### config.mk
export PLATFORM = sky130hd
export DESIGN_NAME = uart_gate_unpack
export DESIGN_NICKNAME = d
export VERILOG_FILES = /design/src/rtl/uart_gate_pkg.sv /design/src/rtl/crc8_d8_rx.sv /design/src/rtl/uart_gate_unpack.sv
export SDC_FILE = /design/constraint.sdc
export NUM_CORES = 1
export LEC_CHECK = 0
export CAP_MARGIN = 5
export CELL_PAD_IN_SITES_DETAIL_PLACEMENT = 1
export CELL_PAD_IN_SITES_GLOBAL_PLACEMENT = 1
export CORE_AREA = 4 4 261 161
export CTS_CLUSTER_DIAMETER = 40
export DETAILED_ROUTE_END_ITERATION = 10
export DIE_AREA = 0 0 265 165
export PLACE_DENSITY_LB_ADDON = 0.1
export SLEW_MARGIN = 20
export SYNTH_ARGS = -nofsm -noshare
export SYNTH_HDL_FRONTEND = slang
export SYNTH_SLANG_ARGS = --single-unit
### constraint.sdc
create_clock -name clk -period 6.7 [get_ports clk]
set_input_delay 1.34 -clock clk [delete_from_list [all_inputs] [get_ports clk]]
set_output_delay 1.34 -clock clk [all_outputs]
set_load 0.05 [all_outputs]
### src/rtl/uart_gate_pkg.sv
// Shared definitions for the gate frame packer/unpacker: frame constants,
// the framing FSM state type and a one-byte CRC8 step (MSB-first).
package uart_gate_pkg;

    localparam int unsigned FRAME_LEN       = 32;
    localparam int unsigned PAYLOAD_LEN_DEF = FRAME_LEN - 6;

    localparam logic [7:0] HDR0         = 8'h55;
    localparam logic [7:0] HDR1         = 8'hBB;
    localparam logic [7:0] HDR2         = 8'h03;
    localparam logic [7:0] HDR3         = 8'h1A;
    localparam logic [7:0] TAIL_BYTE    = 8'hF0;
    localparam logic [7:0] CRC_POLY_DEF = 8'h07;

    typedef enum logic [2:0] {
        StHunt0,
        StHunt1,
        StHdr2,
        StHdr3,
        StPayld,
        StCrc,
        StTail
    } gate_state_e;

    // Fold one byte into a CRC8, MSB first, no reflection.
    function automatic logic [7:0] crc8_byte(input logic [7:0] crc, input logic [7:0] data,
                                             input logic [7:0] poly);
        logic [7:0] c;
        c = crc ^ data;
        for (int i = 0; i < 8; i++) begin
            c = c[7] ? ({c[6:0], 1'b0} ^ poly) : {c[6:0], 1'b0};
        end
        return c;
    endfunction

endpackage

### src/rtl/crc8_d8_rx.sv
// Byte-wide CRC8 accumulator: one byte per cycle, synchronous clear (clr wins over din_vld).
module crc8_d8_rx
    import uart_gate_pkg::*;
#(
    parameter logic [7:0] POLY = CRC_POLY_DEF
) (
    input  logic       clk,
    input  logic       reset,
    input  logic       clr,
    input  logic       din_vld,
    input  logic [7:0] din,
    output logic [7:0] crc
);

    logic [7:0] crc_q, crc_d;

    // Next CRC value: clear, fold the new byte, or hold.
    always_comb begin
        crc_d = crc_q;
        if (clr) begin
            crc_d = 8'h00;
        end else if (din_vld) begin
            crc_d = crc8_byte(crc_q, din, POLY);
        end
    end

    // CRC register.
    always_ff @(posedge clk) begin
        if (reset) begin
            crc_q <= 8'h00;
        end else begin
            crc_q <= crc_d;
        end
    end

    assign crc = crc_q;

endmodule

### src/rtl/uart_gate_unpack.sv
// Gate frame unpacker: hunts for 55 BB 03 1A | payload | CRC8 | F0 in the received byte
// stream and publishes good payloads with a one-cycle frame_vld pulse.
// Optional inter-byte idle timeout is built when UART_UNPACK_TIMEOUT_EN is defined.
module uart_gate_unpack
    import uart_gate_pkg::*;
#(
    parameter int unsigned PAYLOAD_LEN = PAYLOAD_LEN_DEF,
    parameter logic [7:0]  CRC_POLY    = CRC_POLY_DEF,
    parameter int unsigned TIMEOUT_CYC = 100000
) (
    input  logic                     clk,
    input  logic                     reset,
    input  logic                     rd_en,
    input  logic [7:0]               rd_data,
    output logic [8*PAYLOAD_LEN-1:0] rx_payload,
    output logic                     frame_vld,
    output logic                     crc_err,
    output logic                     tail_err,
    output logic                     timeout_err,
    output logic [7:0]               err_cnt
);

    localparam int unsigned IdxW = $clog2(PAYLOAD_LEN);

    gate_state_e              state_q, state_d, cur_state;
    logic [IdxW-1:0]          idx_q, idx_d;
    logic [8*PAYLOAD_LEN-1:0] shadow_q, shadow_d, rx_payload_q, rx_payload_d;
    logic [7:0]               rx_crc_q, rx_crc_d, err_cnt_q, err_cnt_d, crc_calc;
    logic                     frame_vld_q, frame_vld_d, crc_err_q, crc_err_d;
    logic                     tail_err_q, tail_err_d;
    logic                     expire, crc_clr, crc_vld;

    crc8_d8_rx #(
        .POLY(CRC_POLY)
    ) u_crc (
        .clk    (clk),
        .reset  (reset),
        .clr    (crc_clr),
        .din_vld(crc_vld),
        .din    (rd_data),
        .crc    (crc_calc)
    );

`ifdef UART_UNPACK_TIMEOUT_EN
    localparam int unsigned IdleW = $clog2(TIMEOUT_CYC);

    logic [IdleW-1:0] idle_q, idle_d;
    logic             timeout_err_q;

    // Idle timer: runs outside HUNT0, restarts on every byte and on expiry.
    always_comb begin
        expire = (state_q != StHunt0) && (idle_q == IdleW'(TIMEOUT_CYC - 1));
        if (rd_en || expire || (state_q == StHunt0)) begin
            idle_d = '0;
        end else begin
            idle_d = idle_q + 1'b1;
        end
    end

    // Idle timer and timeout pulse registers.
    always_ff @(posedge clk) begin
        if (reset) begin
            idle_q        <= '0;
            timeout_err_q <= 1'b0;
        end else begin
            idle_q        <= idle_d;
            timeout_err_q <= expire;
        end
    end

    assign timeout_err = timeout_err_q;
`else
    assign expire      = 1'b0;
    // No timer in this build; the parameter only sizes the timer when it exists.
    assign timeout_err = 1'b0 && (TIMEOUT_CYC != 0);
`endif

    // Framing FSM, payload capture and frame evaluation on the tail byte.
    always_comb begin
        // A byte arriving on the expiry cycle is treated as the first hunt byte.
        cur_state    = expire ? StHunt0 : state_q;
        state_d      = cur_state;
        idx_d        = idx_q;
        shadow_d     = shadow_q;
        rx_crc_d     = rx_crc_q;
        rx_payload_d = rx_payload_q;
        frame_vld_d  = 1'b0;
        crc_err_d    = 1'b0;
        tail_err_d   = 1'b0;
        crc_vld      = 1'b0;
        if (rd_en) begin
            unique case (cur_state)
                StHunt0: begin
                    if (rd_data == HDR0) state_d = StHunt1;
                end
                StHunt1: begin
                    if (rd_data == HDR1)      state_d = StHdr2;
                    else if (rd_data != HDR0) state_d = StHunt0;
                end
                StHdr2: begin
                    if (rd_data == HDR2) begin
                        state_d = StHdr3;
                        crc_vld = 1'b1;
                    end else begin
                        state_d = (rd_data == HDR0) ? StHunt1 : StHunt0;
                    end
                end
                StHdr3: begin
                    if (rd_data == HDR3) begin
                        state_d = StPayld;
                        crc_vld = 1'b1;
                        idx_d   = '0;
                    end else begin
                        state_d = (rd_data == HDR0) ? StHunt1 : StHunt0;
                    end
                end
                StPayld: begin
                    shadow_d[8*int'(idx_q) +: 8] = rd_data;
                    crc_vld = 1'b1;
                    if (idx_q == IdxW'(PAYLOAD_LEN - 1)) begin
                        state_d = StCrc;
                        idx_d   = '0;
                    end else begin
                        idx_d = idx_q + 1'b1;
                    end
                end
                StCrc: begin
                    rx_crc_d = rd_data;
                    state_d  = StTail;
                end
                StTail: begin
                    // CRC mismatch outranks a bad tail byte.
                    if (crc_calc != rx_crc_q) begin
                        crc_err_d = 1'b1;
                    end else if (rd_data != TAIL_BYTE) begin
                        tail_err_d = 1'b1;
                    end else begin
                        frame_vld_d  = 1'b1;
                        rx_payload_d = shadow_q;
                    end
                    state_d = StHunt0;
                end
                default: state_d = StHunt0;
            endcase
        end
        crc_clr = (state_d == StHunt0) || (state_d == StHunt1);
        if ((crc_err_d || tail_err_d || expire) && (err_cnt_q != 8'hFF)) begin
            err_cnt_d = err_cnt_q + 8'd1;
        end else begin
            err_cnt_d = err_cnt_q;
        end
    end

    // State, shadow and output registers.
    always_ff @(posedge clk) begin
        if (reset) begin
            state_q      <= StHunt0;
            idx_q        <= '0;
            shadow_q     <= '0;
            rx_payload_q <= '0;
            rx_crc_q     <= 8'h00;
            err_cnt_q    <= 8'h00;
            frame_vld_q  <= 1'b0;
            crc_err_q    <= 1'b0;
            tail_err_q   <= 1'b0;
        end else begin
            state_q      <= state_d;
            idx_q        <= idx_d;
            shadow_q     <= shadow_d;
            rx_payload_q <= rx_payload_d;
            rx_crc_q     <= rx_crc_d;
            err_cnt_q    <= err_cnt_d;
            frame_vld_q  <= frame_vld_d;
            crc_err_q    <= crc_err_d;
            tail_err_q   <= tail_err_d;
        end
    end

    assign rx_payload = rx_payload_q;
    assign frame_vld  = frame_vld_q;
    assign crc_err    = crc_err_q;
    assign tail_err   = tail_err_q;
    assign err_cnt    = err_cnt_q;

endmodule

# After elaboration in Yosys (flattened, before gate mapping)
# Cells that the tools add are included.
classes:
  addsub: 3
  eq_ne: 17
  n_bitwise: 13
  mux: 33
  shifts: 2
  n_reduce_logical: 12
op_table:
  columns: ["operator", "n"]
  rows:
  - ["208-bit bitwise mux", 1]
  - ["8-bit by 33-bit variable shift with 208-bit output, first input constant", 1]
  - ["8-bit by 33-bit variable part select with 208-bit output", 1]
  - ["3-bit two-way mux", 14]
  - ["8-bit negator with 33-bit output", 1]
  - ["3-bit inverter", 8]
  - ["3-bit one-hot mux with 6 select lines", 1]
  - ["8-bit != test, second input constant", 2]
  - ["1-bit two-way mux", 12]
  - ["5-bit two-way mux", 2]
  - ["5-bit one-hot mux with 2 select lines", 1]
  - ["3-bit == test, second input constant", 3]
  - ["8-bit by 1-bit adder with 8-bit output, second input constant", 1]
  - ["8-bit by 2-bit == test with 1-bit output, second input constant", 1]
  - ["8-bit by 5-bit == test with 1-bit output, second input constant", 1]
  - ["8-bit by 7-bit == test with 1-bit output, second input constant", 1]
  - ["8-bit == test, second input constant", 1]
  - ["8-bit by 7-bit != test with 1-bit output, second input constant", 1]
  - ["8-bit != test", 1]
  - ["8-bit XOR", 1]
  - ["3-bit by 1-bit == test with 1-bit output, second input constant", 2]
  - ["3-bit by 2-bit == test with 1-bit output, second input constant", 2]
  - ["3-bit zero test", 2]
  - ["5-bit by 1-bit adder with 5-bit output, second input constant", 1]
  - ["13 further kinds", 18]
totals:
  in_bits: 11
  elab_cells: 90
  output_inout_bits: 220
  reg_bits: 451

# Longest topological paths before layout
# Gate-level depths: netlist of the first run.
depth:
  word_depth: 17
  mapped_depth: 12
  mapped_depth_nobuf: 9

# Cells and area by module
# Synthesis of the first run repeated with hierarchy kept, for this count alone.
unflattened:
  hier_cells: 1945
  hier_area_um2: 16967.5
by_module_without_submodules:
  columns: ["mod", "cells_each", "area_per_inst_um2", "instances", "seq_area_each_um2"]
  rows:
  - ["uart_gate_unpack", 1885, 16369.4, 1, 8868.5]
  - ["crc8_d8_rx", 60, 598.1, 1, 160.2]

# Worst setup path before layout of the first run
# No wires, ideal clock.
synth_path:
  path_kind: "input -> register"
  start: "input port rd_data[7]"
  end: "register rx_payload_q[187], in the netlist rx_payload[187]"
  path_buffers: 4
  arrival_time_ps: 3028
  t_required_ps: 6630
  cell_stages: 9
  setup_time_ps: 70
  slack_ps: 3601
  cell_sequence: "clkbuf_1 > and3b_1 > and4b_1 > nand4_1 > clkbuf_1 > clkbuf_1 > clkbuf_1 > nand2_1 > a21oi_1"
synth_via:
  elab_chain_cells: 3
synth_lines:
  columns: ["element", "line", "text"]
  rows:
  - ["start: declaration", "uart_gate_unpack.sv:14", "input logic [7:0] rd_data,"]
  - ["8-bit != test", "uart_gate_unpack.sv:135", "end else if (rd_data != TAIL_BYTE) begin"]
  - ["1-bit inverter (no source line)", null, null]
  - ["4-bit AND reduction (no source line)", null, null]
  - ["end signal: assignment", "uart_gate_unpack.sv:170", "rx_payload_q <= rx_payload_d;"]
  - ["end: declaration", "uart_gate_unpack.sv:27", "logic [8*PAYLOAD_LEN-1:0] shadow_q, shadow_d, rx_payload_q, rx_payload_d;"]
# No other way between the ends.
# A chain may end at the register's enable or synchronous reset.

# Worst setup path after layout of the first run
layout_path:
  start: "input port rd_data[2]"
  end: "register rx_payload_q[14], in the netlist rx_payload[14]"
# The elaborated chain is that of the path after synthesis.

==> impl_metrics.py, run 1 <==
metrics = {
    "global_routing": {
        "grt_start_max_net_pins": 146,
        "grt_pass1_vias": 14959,
        "grt_pass1_wl_mm": 86.6,
        "globalRouteTotalUtil_pct": 25.0,
        "grt_overflow": 0,
        "antenna_found_initial": 0,
    },
    "timing": {
        "report.final.hold_viol_count": 0,
        "relSlewSlack_pct": 25.0,
        "rsz0062_at_grt": "no",
        "fin_tns_setup_ps": 0,
        "setup_violations": 0,
        "fin_crit_ps": 3930,
        "fin_skew_ps": 13.4,
        "finalCritPeriodShare_pct": 58.7,
        "tightestPinTransition_ps": 1130,
        "final-max-slew-violation-count": 0,
        "fmax_mhz": 254,
    },
    "critical_path": {
        "crit_arrival_ps": 4420,
        "worstReg2RegEnd": "shadow_q[130]",
        "reg2reg_depth": 7,
        "worstPathCellList": "clkdlybuf4s50_1, and3b_1, and4b_1, and4_4, buf_12, nand2_1, a21oi_1",
        "path_max_fanout": 115,
        "r2r_setup_slack_ps": 2810,
        "cp_slowest_stage_delay_ps": 790,
        "end_kind": "flip-flop",
        "cp_slowest_cell": "clkdlybuf4s50_1",
        "critical_path_required_ps": 7190,
        "crit_start": "rd_data[2]",
        "startpoint_type": "input port",
        "r2r_start": "idx_q[0]",
        "worstSetupPathType": "in -> reg",
    },
    "clocking": {
        "cts_setup_buffers": 0,
        "h-tree-depth": 2,
        "clkTransAtPathRegs_ps": 60,
        "clock-sinks": 451,
        "tritoncts": "built",
        "insertion_delay_ps": 570,
        "ctsResizeCount": 0,
        "holdBufCountCts": 0,
        "cts_max_path_buffers": 3,
        "cts_buffers": 47,
        "root_buffer": "clkbuf_16",
    },
    "routing": {
        "vias": 14831,
        "drt_first_pass_iters": 5,
        "vias_per_cell": 5.38,
        "routedWlPerCell_um": 20.5,
        "routed_wl_mm": 56.6,
        "drc": 0,
        "drtIter0Drc": 1007,
        "ant_nets": 0,
    },
    "cells_and_area": {
        "area_growth_pct": 24.3,
        "fin_area_um2": 21500,
        "final_layout_size_suffix_gt1_share_pct": 5.80,
        "final_net_count": 2204,
        "fillers": 4613,
        "antennaDiodeCount": 0,
    },
    "synth": {
        "syn_inst": 2046,
        "synth_flop_cell": "dfxtp_1",
        "ys_top_cells_by_area": "dfxtp_1, nand2_1, a21oi_1, mux2i_1, nor2_1",
        "synth-async-reset-ratio_pct": 0,
        "syn_area_um2": 17300,
        "synth_top_area_share_pct": 52.2,
        "synth_top_area_cell": "dfxtp_1",
        "synth_edf_count": 0,
        "ys_ff_latch": 451,
        "synth.avg_cell_area_um2": 8.45,
        "yosys.cell_types.count": 59,
        "synth-seq-area-share_pct": 52.2,
        "yosysWarnings": 0,
        "synth_fp_nets": 2062,
    },
    "die": {
        "initial_core_util_pct": 43.4,
        "rows": 57,
        "die_h_um": 165,
        "die_area_um2": 43700,
        "io-pin-count": 231,
        "core_area_um2": 39800,
        "dieWidth_um": 265,
    },
    "placed_design": {
        "place_hpwl_mm": 37.8,
        "io_buffers": 229,
        "placed_cell_area_um2": 19800,
        "routabilityCongestion": 0.899,
    },
    "hold_path": {
        "hold_path_class": "reg -> reg",
        "holdPathStages": 2,
        "hold_start": "shadow_q[53]",
        "min_to": "rx_payload[53]",
    },
    "outcome": {
        "status": "complete, no violations",
    },
    "power": {
        "leakage_nw": 7.58,
        "ir_drop_mv": 0.161,
        "power_density_nw_per_um2": 261,
    },
    "job": {
        "cap_violations": 0,
    },
}
flip-flops by register name, indices dropped and copies added, names as in the netlist, named ones only:
register    cells
rx_payload    208
err_cnt         8
u_crc.crc       8
rx_crc_q        8
tail_err        1
frame_vld       1
shadow_q      208
cur_state       2
crc_err         1
idx_q           5
where the power goes:
group	switching [mW]	internal, mW	leakage, nW	total (mW)
Combinational	0.0627	0.0228	3.12	0.0856
Sequential	0.0000226	2.68	3.63	2.68
Clock	1.11	1.72	0.824	2.83
Total	1.18	4.42	7.58	5.60
layout by cell type, fill, tap and decap left out, types with 5 or more instances in the layout:
master and n:
clkbuf_8 12, o21ai_0 26, dfxtp_1 451, nor4_2 7, or4_1 7, nor3_1 11, nand3_1 45, o31ai_1 5
nor3b_1 6, and2_1 11, mux2i_1 121, nand2_1 553, clkbuf_1 6, clkbuf_16 48, bufinv_16 7, nor2_1 184
nor4_1 6, xor2_1 12, buf_4 13, xnor2_1 17, ha_1 5, nor4_4 6, inv_1 7, a21oi_1 299
clkdlybuf4s50_1 228, and3_1 5, nand4_1 13, nand2b_1 37
worst max path at each step:
stage	endpoint	slack, ps	cells past startpoint
floorplan	rx_payload[187]	3600	9
global placement	rx_payload[33]	2300	7
detailed placement	rx_payload[204]	2230	7
CTS	rx_payload[175]	2730	7
global route	rx_payload[175]	2510	7
finish	rx_payload[14]	2770	7
critical path: cells and delay by family:
family	cells	cell delay, ps
AOI/OAI and AO/OA	1	160
buffers and inverters	2	1290
and+or+nand+nor	4	1530
cells by family after synthesis:
group | synth area share (%)
simple gates | 24.0
buf+inv | 3.74
other cells | 0.0217
mux | 7.01
xor+xnor | 2.27
compound gates | 10.4
flops | 52.2
fa+ha+maj | 0.362
metrics by stage:
step           worst slack (ps)  std cells  hold WS [ps]  util, %  power (mW)
2_1_floorplan              3600       2046           427        -        2.80
3_3_place_gp               2300       2670           436     49.7        2.82
3_5_place_dp               2230       2670           446     49.7        2.82
4_1_cts                    2730       2755           455     54.0        5.65
5_1_grt                    2510       2755           468     54.0        5.78
6_report                   2770       2755           452     54.0        5.60
cell type report:
cell class | count | area, um^2 | area share, %
multi-input combinational | 1436 | 7620 | 35.5
timing repair buffer | 245 | 2450 | 11.4
clock buffer | 66 | 1390 | 6.46
clock inverter | 19 | 304 | 1.42
tap | 531 | 664 | 3.09
sequential | 451 | 9030 | 42.0
inverter | 7 | 26.3 | 0.122
routing by layer:
metal / vias to the layer above / track usage, % / wire length, um
met5: - / 0 / 0
met4: 0 / 4.92 / 936
met3: 69 / 4.84 / 3250
met2: 338 / 39.8 / 25700
met1: 7358 / 35.7 / 26700
li1: 7066 / - / -
cell usage after synthesis, types with 7 or more instances:
library cell	number
nor2_1	186
mux2i_1	121
o21ai_0	26
xor2_1	12
nand3_1	45
nor3_1	12
nand2_1	553
nor4_2	7
dfxtp_1	451
and2_1	11
a21oi_1	299
or4_1	7
nand4_1	13
nand2b_1	37
xnor2_1	17
inv_1	7
clkbuf_1	120
buf_2	27
Note: power is estimated with default switching activity, not from simulation.
==> inputs of run 2 (changes only) <==
--- a/config.mk
+++ b/config.mk
@@ -8,10 +8,10 @@
 export CAP_MARGIN = 5
 export CELL_PAD_IN_SITES_DETAIL_PLACEMENT = 1
 export CELL_PAD_IN_SITES_GLOBAL_PLACEMENT = 1
-export CORE_AREA = 4 4 261 161
+export CORE_AREA = 4 4 271 167
 export CTS_CLUSTER_DIAMETER = 40
 export DETAILED_ROUTE_END_ITERATION = 10
-export DIE_AREA = 0 0 265 165
+export DIE_AREA = 0 0 275 171
 export PLACE_DENSITY_LB_ADDON = 0.1
 export SLEW_MARGIN = 20
 export SYNTH_ARGS = -nofsm -noshare
==> constraint.sdc (replaced) <==
create_clock -name clk -period 3.7 [get_ports clk]
set_input_delay 0.74 -clock clk [delete_from_list [all_inputs] [get_ports clk]]
set_output_delay 0.74 -clock clk [all_outputs]
set_load 0.05 [all_outputs]
==> run 2 against run 1 <==
Compared with the run above: utilization decreased by 3.2 points; clock skew rose by 5.2 ps; first-iteration DRC count is 15% higher; routed wire length is 2.1% higher; non-clock buffer count rose by 42; final area grew 1.3%; critical path type is now reg -> reg; critical path depth shrank 1; global-route usage shrank 1.1 points; combinational power is 100% higher; sequential power grew 81%; sequential share of layout area down 0.52 points.
==> impl_metrics.py, run 2 (synthesis gave the netlist of run 1 again) <==
metrics = {
    "timing": {
        "final-max-slew-violation-count": 0,
        "fin_skew_ps": 18.5,
        "whs_ps": 452,
        "finalCritPeriodShare_pct": 83.4,
        "fmax_mhz": 324,
        "fin_tns_setup_ps": 0,
        "tightestPinTransition_ps": 937,
        "rsz0062_at_grt": "no",
        "fin_crit_ps": 3080,
        "report.final.hold_viol_count": 0,
        "setup_violations": 0,
        "relSlewSlack_pct": 37.0,
    },
    "routing": {
        "vias": 14908,
        "drtIter0Drc": 1161,
        "routedWlPerCell_um": 20.3,
        "drt_first_pass_iters": 5,
        "vias_per_cell": 5.25,
        "ant_nets": 0,
        "drc": 0,
        "routed_wl_mm": 57.7,
    },
    "global_routing": {
        "grt_overflow": 0,
        "grt_pass1_wl_mm": 88.6,
        "grt_pass1_vias": 15155,
        "globalRouteTotalUtil_pct": 23.9,
        "grt_start_max_net_pins": 141,
        "antenna_found_initial": 0,
    },
    "clocking": {
        "ctsResizeCount": 0,
        "holdBufCountCts": 0,
        "clkTransAtPathRegs_ps": 60,
        "tritoncts": "built",
        "clock-sinks": 451,
        "cts_buffers": 47,
        "insertion_delay_ps": 570,
        "root_buffer": "clkbuf_16",
        "cts_max_path_buffers": 3,
        "h-tree-depth": 2,
        "cts_setup_buffers": 0,
    },
    "die": {
        "core_area_um2": 42800,
        "rows": 59,
        "initial_core_util_pct": 40.4,
        "die_area_um2": 47000,
        "io-pin-count": 231,
        "die_h_um": 171,
        "dieWidth_um": 275,
    },
    "placed_design": {
        "dp_cells": 2760,
        "place_hpwl_mm": 40.3,
        "routabilityCongestion": 0.838,
        "io_buffers": 229,
    },
    "critical_path": {
        "startpoint_type": "flip-flop",
        "critPathBufInv": 1,
        "reg2reg_depth": 6,
        "cp_slowest_cell": "and2_1",
        "r2r_start": "idx_q[0]",
        "r2r_setup_slack_ps": 620,
        "crit_arrival_ps": 3580,
        "end_kind": "flip-flop",
        "cp_slowest_stage_delay_ps": 770,
        "crit_family": "simple AND/OR/NAND/NOR gates",
        "critical_path_required_ps": 4190,
        "worstSetupPathType": "reg -> reg",
        "worstReg2RegEnd": "shadow_q[99]",
        "path_max_fanout": 18,
        "worstPathCellList": "buf_4, nor4_1, or2_1, and2_1, nand3_1, a21oi_1",
    },
    "cells_and_area": {
        "fin_cells": 2841,
        "utilization_pct": 50.8,
        "final_net_count": 2246,
        "layout_commonest_cell": "nand2_1",
        "area_growth_pct": 25.9,
        "antennaDiodeCount": 0,
        "final_layout_size_suffix_gt1_share_pct": 7.34,
        "final_cell_mix": "nand2_1, dfxtp_1, a21oi_1",
        "fillers": 4985,
    },
    "hold_path": {
        "holdPathStages": 2,
        "hold_start": "rx_payload[84]",
        "min_to": "rx_payload[84]",
        "hold_path_class": "reg -> reg",
    },
    "power": {
        "leakage_nw": 7.71,
        "power_density_nw_per_um2": 444,
        "ir_drop_mv": 0.233,
    },
    "outcome": {
        "status": "complete, no violations",
    },
    "job": {
        "cap_violations": 0,
    },
}
run 2: changes by cell type in the layout (fill, tap and decap cells not counted), moves of 2 or more:
cell,delta
buf_12,+7
bufinv_16,-6
clkbuf_8,-7
nor2_2,-2
clkinv_2,+3
clkinvlp_4,+5
buf_4,+36
run 2: tightest hold or removal path: stages (launching register included):
cell	delay, ps
dfxtp_1	310
nand2_1	50
a21oi_1	50
run 2: worst max-delay path by stage:
stage / from / slack (ps) / endpoint / cells past startpoint
global route: idx_q[0] / 460 / shadow_q[99] / 6
finish: idx_q[0] / 620 / shadow_q[99] / 6
CTS: idx_q[1] / 700 / shadow_q[10] / 8
global placement: rd_data[4] / 590 / rx_payload[50] / 6
floorplan: idx_q[0] / 920 / shadow_q[57] / 10
detailed placement: rd_data[4] / 450 / u_crc.crc[1] / 6
run 2: power by group:
| group | switching [mW] | internal, mW | total [mW] |
|---|---|---|---|
| logic | 0.122 | 0.0509 | 0.173 |
| clock network | 2.02 | 2.61 | 4.63 |
| registers | 0.0000320 | 4.85 | 4.85 |
| total | 2.14 | 7.51 | 9.65 |
run 2: final cells by class:
type	count	area [um^2]	area share [%]
timing repair buffer	287	2850	13.1
sequential	451	9030	41.5
multi-input combinational	1436	7620	35.0
clock inverter	22	191	0.880
tap	579	724	3.33
clock buffer	59	1310	6.04
inverter	7	26.3	0.121
run 2: per-layer routing:
metal	wire length [um]	up-vias	global-route usage, %
met5	0	-	0
met4	850	0	4.58
met3	2930	58	4.07
met2	25800	308	37.8
met1	28200	7402	34.7
li1	-	7140	-
run 2: per-stage QoR:
stage	power [mW]	worst slack (ps)	cell area, um^2
final	9.65	616	21800
after global routing	9.99	464	21800
after CTS	9.76	701	21700
after detailed placement	5.13	451	20200
after global placement	5.13	588	20200
after floorplan	5.08	921	17300
==> inputs of run 3 (changes only) <==
==> constraint.sdc (replaced) <==
create_clock -name clk -period 3 [get_ports clk]
set_input_delay 0.6 -clock clk [delete_from_list [all_inputs] [get_ports clk]]
set_output_delay 0.6 -clock clk [all_outputs]
set_load 0.05 [all_outputs]
==> run 3 against run 2 <==
Compared with the run above: critical path depth is 1 higher; non-clock buffer count is 22 higher; sequential power is 24% higher; via count is 0.42% higher; combinational power is 23% higher; clock skew is 6.4 ps higher; fmax is 11% higher; final area is 1.7% higher; critical path type unchanged; highest routed layer unchanged.
==> impl_metrics.py, run 3 (synthesis gave the netlist of run 1 again) <==
metrics = {
    "clocking": {
        "cts_buffers": 48,
        "cts_max_path_buffers": 3,
        "h-tree-depth": 2,
        "root_buffer": "clkbuf_16",
        "tritoncts": "built",
        "insertion_delay_ps": 570,
        "clkTransAtPathRegs_ps": 60,
        "clock-sinks": 451,
        "holdBufCountCts": 0,
    },
    "timing": {
        "fin_skew_ps": 24.9,
        "finalCritPeriodShare_pct": 92.9,
        "timing.final.ws_setup_ps": 214,
        "whs_ps": 440,
        "fin_crit_ps": 2790,
        "final-max-slew-violation-count": 0,
        "setup_violations": 0,
        "fmax_mhz": 359,
        "report.final.hold_viol_count": 0,
        "relSlewSlack_pct": 27.7,
        "fin_tns_setup_ps": 0,
        "tightestPinTransition_ps": 1080,
        "rsz0062_at_grt": "yes",
    },
    "routing": {
        "ant_nets": 0,
        "drt_first_pass_iters": 5,
        "vias_per_cell": 5.22,
        "routed_wl_mm": 57.3,
        "vias": 14971,
        "drtIter0Drc": 1116,
        "routedWlPerCell_um": 20.0,
        "drc": 0,
    },
    "power": {
        "power_density_nw_per_um2": 561,
        "leakage_nw": 7.89,
        "ir_drop_mv": 0.357,
        "power.total_mw": 12.4,
    },
    "placed_design": {
        "io_buffers": 229,
        "placed_cell_area_um2": 20400,
        "routabilityCongestion": 0.883,
        "dp_cells": 2780,
        "place_hpwl_mm": 39.8,
        "place_ws_ps": 23.0,
    },
    "die": {
        "die_h_um": 171,
        "core_area_um2": 42800,
        "dieWidth_um": 275,
        "io-pin-count": 231,
        "die_area_um2": 47000,
        "initial_core_util_pct": 40.4,
        "rows": 59,
    },
    "hold_path": {
        "holdPathStages": 2,
        "hold_start": "shadow_q[113]",
        "min_to": "rx_payload[113]",
        "hold_path_class": "reg -> reg",
    },
    "cells_and_area": {
        "fin_area_um2": 22100,
        "area_growth_pct": 28.0,
        "final_net_count": 2269,
        "fin_cells": 2868,
        "fillers": 4953,
        "utilization_pct": 51.7,
        "final_cell_mix": "nand2_1, dfxtp_1, a21oi_1",
        "final_layout_size_suffix_gt1_share_pct": 8.48,
        "antennaDiodeCount": 0,
        "layout_commonest_cell": "nand2_1",
    },
    "global_routing": {
        "grt_pass1_vias": 15124,
        "grt_overflow": 0,
        "antenna_found_initial": 0,
        "globalRouteTotalUtil_pct": 23.7,
        "grt_start_max_net_pins": 181,
        "grt_pass1_wl_mm": 87.8,
    },
    "critical_path": {
        "worstReg2RegEnd": "shadow_q[196]",
        "crit_arrival_ps": 3290,
        "critical_path_required_ps": 3500,
        "end_kind": "flip-flop",
        "path_max_fanout": 20,
        "reg2reg_depth": 7,
        "worstSetupPathType": "reg -> reg",
        "r2r_start": "idx_q[1]",
        "r2r_setup_slack_ps": 210,
        "startpoint_type": "flip-flop",
    },
    "outcome": {
        "status": "complete, no violations",
    },
    "job": {
        "cap_violations": 0,
    },
}
-- run 3: changes by cell type in the layout (fill, tap and decap cells not counted), moves of 2 or more --
cell and delta:
inv_6 -2, buf_12 +4, clkbuf_8 -2, bufinv_16 +6
nand4_4 +2, clkinvlp_4 -4, clkinv_2 +5, buf_4 +18
nand4_2 -2, clkbuf_1 +3
-- run 3: layer usage --
layer  share of wire (%)  vias up  track usage, %
met2                  45      350            37.5
met1                  47     7361            33.6
met4                 2.0        0            5.83
met5                   0        -               0
li1                    -     7197               -
met3                 5.9       63            4.37
-- run 3: timing repair --
item                       CTS  global route
setup buffers                0             2
gates resized for setup      1             5
setup endpoints to repair    1            67
pin swaps                    0             0
-- run 3: power by group --
part           switching (mW)  internal, mW  leakage, nW
combinational           0.146        0.0654         3.46
clock                    2.52          3.68        0.800
sequential          0.0000428          5.99         3.63
-- run 3: worst max path at each step --
| stage | startpoint | endpoint | slack (ps) | cells past startpoint |
|---|---|---|---|---|
| final | idx_q[1] | shadow_q[196] | 210 | 7 |
| after CTS | idx_q[1] | shadow_q[115] | 6 | 8 |
| after detailed placement | idx_q[1] | shadow_q[88] | 20 | 8 |
| after global placement | idx_q[1] | shadow_q[112] | 110 | 8 |
| after floorplan | idx_q[0] | shadow_q[57] | 220 | 10 |
| after global routing | idx_q[0] | shadow_q[124] | -2 | 6 |
-- run 3: final cells by class --
cell class / count / area (um^2) / share of cell area, %
Clock buffer: 60 / 1300 / 5.87
Clock inverter: 26 / 338 / 1.53
Inverter: 7 / 26.3 / 0.119
Multi-Input combinational cell: 1436 / 7640 / 34.6
Sequential cell: 451 / 9030 / 40.8
Tap cell: 579 / 724 / 3.27
Timing Repair Buffer: 309 / 3060 / 13.8
-- run 3: worst max-delay path: stages, from the launching register on --
cell     delay [ps]
dfxtp_2         380
inv_1            80
ha_1            260
or4b_1          310
buf_4           310
and2_1          880
nand4_1         270
a21oi_1         200
